==> src/rtl/rect_bounce_animator_pkg.sv <==
// Shared FSM encoding, coordinate width and default 720p geometry
// for the bouncing-rectangle animator.
package rect_bounce_animator_pkg;

   typedef enum logic [1:0] {
      IDLE = 2'd0,
      MOVE = 2'd1,
      HIT  = 2'd2
   } state_t;

   localparam int COORD_W = 12;

   localparam int DEF_H_ACTIVE   = 1280;
   localparam int DEF_V_ACTIVE   = 720;
   localparam int DEF_BOX_W      = 64;
   localparam int DEF_BOX_H      = 48;
   localparam int DEF_HIT_FRAMES = 8;

endpackage

==> src/rtl/rect_axis_step.sv <==
// One-axis position update: steps the coordinate by 'step' in its direction,
// clamps against 0 or 'limit' (touching counts) and flips the direction on a clamp.
module rect_axis_step
   import rect_bounce_animator_pkg::*;
#(
   parameter int W = COORD_W
) (
   input  logic [W-1:0] pos,
   input  logic         dir,
   input  logic [3:0]   step,
   input  logic [W-1:0] limit,
   output logic [W-1:0] next_pos,
   output logic         next_dir,
   output logic         clamp
);

   logic signed [W:0] pos_s;
   logic signed [W:0] step_s;
   logic signed [W:0] lim_s;
   logic signed [W:0] prop;
   logic              hit_hi;
   logic              hit_lo;

   assign pos_s  = {1'b0, pos};
   assign step_s = {{(W-3){1'b0}}, step};
   assign lim_s  = {1'b0, limit};

   // One extra bit keeps the proposed value from wrapping in either direction
   assign prop   = dir ? (pos_s + step_s) : (pos_s - step_s);

   assign hit_hi = dir  && (prop >= lim_s);
   assign hit_lo = !dir && (prop[W] || (prop == '0));
   assign clamp  = (step != 4'd0) && (hit_hi || hit_lo);

   always_comb begin
      next_pos = prop[W-1:0];
      next_dir = dir;
      if (clamp) begin
         next_pos = dir ? limit : '0;
         next_dir = ~dir;
      end
   end

endmodule

==> src/rtl/rect_bounce_animator.sv <==
// Frame-rate rectangle animator: moves a box diagonally, bounces off the
// screen edges, blinks for a few frames after each bounce and counts bounces.
module rect_bounce_animator
   import rect_bounce_animator_pkg::*;
#(
   parameter int H_ACTIVE   = DEF_H_ACTIVE,
   parameter int V_ACTIVE   = DEF_V_ACTIVE,
   parameter int BOX_W      = DEF_BOX_W,
   parameter int BOX_H      = DEF_BOX_H,
   parameter int HIT_FRAMES = DEF_HIT_FRAMES
) (
   input  logic        pixclk,
   input  logic        rst,
   input  logic        i_animate,
   input  logic        go_animate,
   input  logic [3:0]  speed,
   output logic [11:0] o_x1,
   output logic [11:0] o_x2,
   output logic [11:0] o_y1,
   output logic [11:0] o_y2,
   output logic        display,
   output logic [7:0]  bounce_cnt
);

   localparam logic [COORD_W-1:0] X_LIM    = COORD_W'(H_ACTIVE - BOX_W);
   localparam logic [COORD_W-1:0] Y_LIM    = COORD_W'(V_ACTIVE - BOX_H);
   localparam logic [COORD_W-1:0] X_HOME   = COORD_W'((H_ACTIVE - BOX_W) / 2);
   localparam logic [COORD_W-1:0] Y_HOME   = COORD_W'((V_ACTIVE - BOX_H) / 2);
   localparam logic [COORD_W-1:0] BW       = COORD_W'(BOX_W);
   localparam logic [COORD_W-1:0] BH       = COORD_W'(BOX_H);
   localparam logic [3:0]         HIT_LAST = 4'(HIT_FRAMES - 1);

   state_t             state;
   logic               dx;
   logic               dy;
   logic [3:0]         hit_cnt;
   logic [COORD_W-1:0] nx;
   logic [COORD_W-1:0] ny;
   logic               ndx;
   logic               ndy;
   logic               cx;
   logic               cy;

   rect_axis_step #(.W(COORD_W)) u_step_x (
      .pos      (o_x1),
      .dir      (dx),
      .step     (speed),
      .limit    (X_LIM),
      .next_pos (nx),
      .next_dir (ndx),
      .clamp    (cx)
   );

   rect_axis_step #(.W(COORD_W)) u_step_y (
      .pos      (o_y1),
      .dir      (dy),
      .step     (speed),
      .limit    (Y_LIM),
      .next_pos (ny),
      .next_dir (ndy),
      .clamp    (cy)
   );

   always_ff @(posedge pixclk) begin
      if (rst) begin
         state      <= IDLE;
         o_x1       <= X_HOME;
         o_x2       <= X_HOME + BW;
         o_y1       <= Y_HOME;
         o_y2       <= Y_HOME + BH;
         dx         <= 1'b1;
         dy         <= 1'b1;
         display    <= 1'b1;
         bounce_cnt <= 8'd0;
         hit_cnt    <= 4'd0;
      end else if ((state != IDLE) && !go_animate) begin
         // Motion enable drops take effect immediately, not at the next frame
         state   <= IDLE;
         hit_cnt <= 4'd0;
         display <= 1'b1;
      end else if (i_animate) begin
         case (state)
            IDLE: begin
               if (go_animate) state <= MOVE;
            end
            MOVE: begin
               o_x1 <= nx;
               o_x2 <= nx + BW;
               o_y1 <= ny;
               o_y2 <= ny + BH;
               dx   <= ndx;
               dy   <= ndy;
               if (cx || cy) begin
                  bounce_cnt <= bounce_cnt + 8'd1;
                  state      <= HIT;
                  display    <= 1'b0;
               end
            end
            HIT: begin
               if (hit_cnt == HIT_LAST) begin
                  state   <= MOVE;
                  display <= 1'b1;
                  hit_cnt <= 4'd0;
               end else begin
                  hit_cnt <= hit_cnt + 4'd1;
                  display <= ~display;
               end
            end
            default: state <= IDLE;
         endcase
      end
   end

endmodule

==> config.mk <==
export PLATFORM = sky130hd
export DESIGN_NAME = rect_bounce_animator
export DESIGN_NICKNAME = d
export VERILOG_FILES = /design/src/rtl/rect_bounce_animator_pkg.sv /design/src/rtl/rect_axis_step.sv /design/src/rtl/rect_bounce_animator.sv
export SDC_FILE = /design/constraint.sdc
export NUM_CORES = 1
export LEC_CHECK = 0
export ABC_AREA = 0
export BUFFER_PORTS_ARGS = -buffer_cell sky130_fd_sc_hd__buf_4
export CORE_ASPECT_RATIO = 0.6
export CORE_MARGIN = 1.5
export CORE_UTILIZATION = 54
export CTS_CLUSTER_DIAMETER = 120
export DETAILED_ROUTE_END_ITERATION = 12
export PLACE_DENSITY_LB_ADDON = 0.3
export SETUP_SLACK_MARGIN = 0.4
export SLEW_MARGIN = 20
export SYNTH_ARGS = -nofsm -noshare
export SYNTH_HDL_FRONTEND = slang
export SYNTH_HIERARCHICAL = 1
export SYNTH_SLANG_ARGS = --single-unit
==> constraint.sdc <==
create_clock -name pixclk -period 5.12 [get_ports pixclk]
set_input_delay 0.256 -clock pixclk [delete_from_list [all_inputs] [get_ports pixclk]]
set_output_delay 0.256 -clock pixclk [all_outputs]
set_load 0.005 [all_outputs]
### Word-level counts from Yosys, hierarchy flattened

Index checks and enable logic that the tools add are counted.

* bits in registers: 65
* input bits: 8
* output and inout bits: 57
* word-level logic and storage cells: 73

* add/sub/neg operators: 8
* $lt $le $gt $ge: 2
* eq/ne operators: 6
* mux-type cells: 14
* bitwise gates (word level): 4
* reduce and logical (&&, ||, !) cells: 29

Operator list (number)
* $add 12x4->13: 2
* $logic_not 13->1: 2
* $mux 13: 2
* $sub 12x4->13: 2
* $mux 12: 2
* $reduce_and 4->1: 4
* $ge 13x11->1 const B: 1
* $ge 13x12->1 const B: 1
* $add 12x6->12 const B: 1
* $add 12x7->12 const B: 1
* $mux 11: 1
* $mux 10: 1
* $add 8x1->8 const B: 1
* $logic_and 1x1->1: 7
* $mux 2: 3
* $ne 2x2->1 const B: 3
* $pmux 2 s3: 1
* $reduce_and 3->1: 2
* $logic_or 1x1->1: 5
* $add 4x1->4 const B: 1
* $eq 4x3->1 const B: 1
* $mux 4: 1
* $not 1->1: 4
* $reduce_bool 2->1: 2
* other kinds (9): 12

### Logic depth before layout (Yosys ltp)

* depth after elaboration: 10
* mapped depth: 25
* gate-level depth less buffers: 23

### Modules after synthesis

The synthesis kept the hierarchy.

Modules (own cells, without submodules)
* rect_bounce_animator: instances 1, cells an instance 286, area each 2378.5 um^2
* rect_axis_step (u_step_x): instances 1, cells an instance 183, area each 1350.0 um^2
* rect_axis_step (u_step_y): instances 1, cells an instance 167, area each 1208.7 um^2

### Least setup slack after synthesis

OpenSTA, ideal clock, no wires.

* kind: register to register
* from: register dy
* to: register o_y2[8]
* library setup time: 0.123 ns
* arrival: 4.904 ns
* path slack: 0.093 ns
* cell stages (with the launch flop): 23
* buffers on the path: 2
* clock period less this slack: 5.027 ns
* cells stage by stage: dfxtp_1 -> clkbuf_1 -> mux2_2 -> fa_1 -> a211oi_2 -> nor3_1 -> or4_1 -> and2_1 -> ha_1 -> nand4_1 -> nor2_1 -> o31a_1 -> o31ai_1 -> a211oi_1 -> clkbuf_1 -> a22o_1 -> a21o_1 -> inv_1 -> ha_1 -> nand3b_1 -> xor2_1 -> a21oi_1 -> or2_2

* cells in the longest elaborated chain, start to end: 8
* elaborated cells between the ends (all ways): 12
* those cells by class: add/sub: 1; order compare: 1; mux: 3; reduce/logical: 7

RTL lines
* from (decl): line rect_bounce_animator.sv:35 `logic dy;`
* from (signal assigned): line rect_bounce_animator.sv:92 `dy <= ndy;`
* branches (longest 6 deep; another with $ge 13x11->1)
* $mux 12 (*): line rect_axis_step.sv:38 `if (clamp) begin`
* net ny[5]: line rect_bounce_animator.sv:38 `logic [COORD_W-1:0] ny;`
* $add 12x6->12 (*): line rect_bounce_animator.sv:90 `o_y2 <= ny + BH;`
* to (signal assigned): line rect_bounce_animator.sv:70 `o_y2 <= Y_HOME + BH;`
* to (signal assigned): line rect_bounce_animator.sv:90
* to (decl): line rect_bounce_animator.sv:20 `output logic [11:0] o_y2,`

Mark *: on every way through the listed nets, which the timed path passes.
A chain may end at the register's enable or synchronous reset.

### Final worst setup path

* from: register dy
* to: register o_y2[10]

Same word-level chain as after synthesis.

==> flow_summary.json <==
{
  "p_per_area_nw_per_um2": 182,
  "pin_count": 65,
  "clock-sinks": 55,
  "grt_start_max_net_pins": 51,
  "track_usage": 0.309,
  "holdWs_ns": 0.249,
  "dr.pass1.iters": 7,
  "avgSynthCellArea_um2": 7.76,
  "layout-drive-gt1-share": 0.244,
  "cts_buffers": 5,
  "leakage_nw": 2.89,
  "placed_cells": 862,
  "ys_top_cells_by_count": "nand2_1 (71), ha_1 (56), dfxtp_1 (55), nor2_1 (55), a21oi_1 (52)",
  "worst_pin_slew_ns": 0.830,
  "finClkSkew_ns": 0.00888,
  "cp_max_fo": 4,
  "via_per_inst": 6.00,
  "synth_area_leaders": "dfxtp_1 (22%), ha_1 (14%), nand2_1 (5.4%)",
  "setup_viol": 0,
  "core_um2": 8690,
  "busiest_layer": "met2",
  "grt_pass1_wl_um": 24400,
  "grt_util_met2": 0.487,
  "root_buffer": "clkbuf_16",
  "synthFlopType": "dfxtp_1",
  "clk_pin_slew_ns": 0.08,
  "max_cap_viol_count": 0,
  "async_reset_ff_frac": 0,
  "drt-total-wl_um": 15400,
  "crit_type": "reg -> reg",
  "max_freq_ghz": 0.215,
  "start_util": 0.568,
  "fin_nets": 837,
  "final_cell_area_um2": 6360,
  "synth_top_area_cell": "dfxtp_1",
  "ant_nets": 0,
  "die-area_um2": 9740,
  "ys_types": 73,
  "syn_to_final_growth_pct": 28.8,
  "rsz0062_at_grt": "yes",
  "htree_levels": 2,
  "yosys_warnings": 6,
  "hold_class": "in -> reg",
  "synth_top_area_frac": 0.223,
  "synth_seq_cells": 55,
  "place.gp.congestion": 0.939,
  "overflow": 0,
  "synth_edf_count": 0,
  "clkLatencyLatePin_ns": 0.31,
  "drc": 0,
  "num_antenna_cells": 0,
  "die_y_um": 77.1,
  "final_cells": 884,
  "die_w_um": 126,
  "worst-endpoint-arrival_ns": 4.86,
  "place_ws_ns": -0.0379,
  "met3_usage": 0.0593,
  "cts_tree": "yes",
  "met1_usage": 0.439,
  "syn_area_um2": 4940,
  "cp-start-kind": "flip-flop",
  "fin_crit_ns": 4.66,
  "finalMaxSlewViolations": 0,
  "required_ns": 5.33,
  "grt_pass1_vias": 4995,
  "final-hold-violation-count": 0,
  "cts_buffer_depth": 2,
  "power_mw": 1.16,
  "synth.most_common_cell": "nand2_1",
  "post_drt_wl_per_cell_um": 17.4,
  "peakVddDrop_uv": 133,
  "layout_setup_ws_ns": 0.462,
  "numPortBuffers": 64,
  "outcome": "finished clean",
  "slew_headroom": 0.444,
  "antenna_found_initial": 0,
  "vias": 5302,
  "dp_hpwl_um": 11200,
  "initialDrtViolationCount": 362,
  "fin_crit_sh": 0.910,
  "row_count": 26,
  "syn_inst": 636,
  "synth-seq-area-share": 0.223,
  "fillers": 663,
  "ctsHoldBuffers": 0,
  "cp-end-kind": "flip-flop",
  "dpl-instance-area_um2": 5820
}
-- cell type report --
type / instances / area [um^2] / area share
multi-input combinational: 543 / 3870 / 0.608
sequential: 55 / 1100 / 0.173
timing repair buffer: 117 / 913 / 0.144
inverter: 49 / 184 / 0.0289
tap: 112 / 140 / 0.0220
clock buffer: 5 / 125 / 0.0197
clock inverter: 3 / 25.0 / 0.00393
-- sequential cells by signal, indices dropped and copies added, names as in the netlist --
signal      flops
o_y1           12
o_x2            6
display         1
dx              1
o_y2            8
dy              1
state           2
hit_cnt         4
bounce_cnt      8
o_x1           12
-- stage by stage --
| stage | utilization | TNS (ns) |
|---|---|---|
| floorplan | - | 0 |
| global placement | 0.671 | 0 |
| detailed placement | 0.671 | -0.0410 |
| CTS | 0.694 | 0 |
| global route | 0.732 | 0 |
| finish | 0.732 | 0 |
-- timing repair --
action                     CTS  global route
hold endpoints to repair     0             0
setup endpoints to repair   11            22
resized for setup           11            54
gates cloned                 0             1
buffers inserted             2            11
pin swaps                    2            29
-- worst paths after layout --
kind              startpoint       end  slack (ns)  depth (start not counted)
hold reg to reg      o_y2[6]   o_y2[6]        0.47                          2
setup reg to reg          dy  o_y2[10]        0.46                         19
hold / removal    go_animate  state[0]        0.25                          2
setup / recovery          dy  o_y2[10]        0.46                         19
-- placed cells by master, fill, tap and decap left out, drive strengths merged, types with 3 or more instances in the layout --
cell type / synthesis / routed
a22o: 22 / 22
clkbuf: 11 / 5
a221o: 3 / 3
dfxtp: 55 / 55
buf: 25 / 117
o211ai: 4 / 4
nand3b: 10 / 10
or3: 7 / 7
or3b: 3 / 3
a21oi: 52 / 52
xnor2: 16 / 16
nand4: 7 / 7
nor3: 13 / 13
o31ai: 7 / 7
a311oi: 3 / 3
nor3b: 4 / 4
inv: 49 / 51
mux2: 4 / 4
nor2b: 3 / 3
nand3: 18 / 18
nand2b: 8 / 8
nand2: 71 / 71
o2111ai: 3 / 3
a31oi: 3 / 3
a41oi: 3 / 3
o21ai: 31 / 31
a2111oi: 4 / 4
xor2: 12 / 12
a211oi: 10 / 10
conb: 2 / 48
o21a: 6 / 6
and3: 3 / 3
a21o: 12 / 12
ha: 56 / 56
nor2: 56 / 57
o21bai: 6 / 6
-- cell families after synthesis --
family / count (synthesis) / share of synthesized area
xor+xnor: 28 / 0.0497
simple gates: 216 / 0.213
mux: 5 / 0.0111
other cells: 2 / 0.00152
buf+inv: 85 / 0.0826
flops: 55 / 0.223
compound gates: 187 / 0.269
fa+ha+maj: 58 / 0.150
-- power breakdown --
| part | internal [mW] | switching [mW] | leakage, nW |
|---|---|---|---|
| logic | 0.161 | 0.199 | 2.38 |
| clock network | 0.185 | 0.173 | 0.0708 |
| registers | 0.434 | 0.00786 | 0.443 |
| total | 0.780 | 0.379 | 2.89 |
-- worst max-delay path, cell delays in order (launching register included) --
cell	delay (ns)
dfxtp_2	0.37
mux2_4	0.33
fa_2	0.38
a211oi_4	0.28
nor3_2	0.11
or4_4	0.49
and2_4	0.20
ha_1	0.29
nand4_1	0.08
nor2_1	0.12
o31a_1	0.21
o31ai_4	0.09
a211oi_2	0.33
a22o_1	0.21
a21o_1	0.11
inv_1	0.07
ha_4	0.17
buf_4	0.13
or3_1	0.33
a311oi_1	0.26
-- metal layers --
| layer | vias to the layer above | part of all wire |
|---|---|---|
| met5 | - | 0 |
| met4 | 0 | 0.016 |
| met3 | 36 | 0.087 |
| met2 | 287 | 0.43 |
| met1 | 2473 | 0.46 |
| li1 | 2506 | - |
No activity file was read; power rests on OpenSTA's default activity.
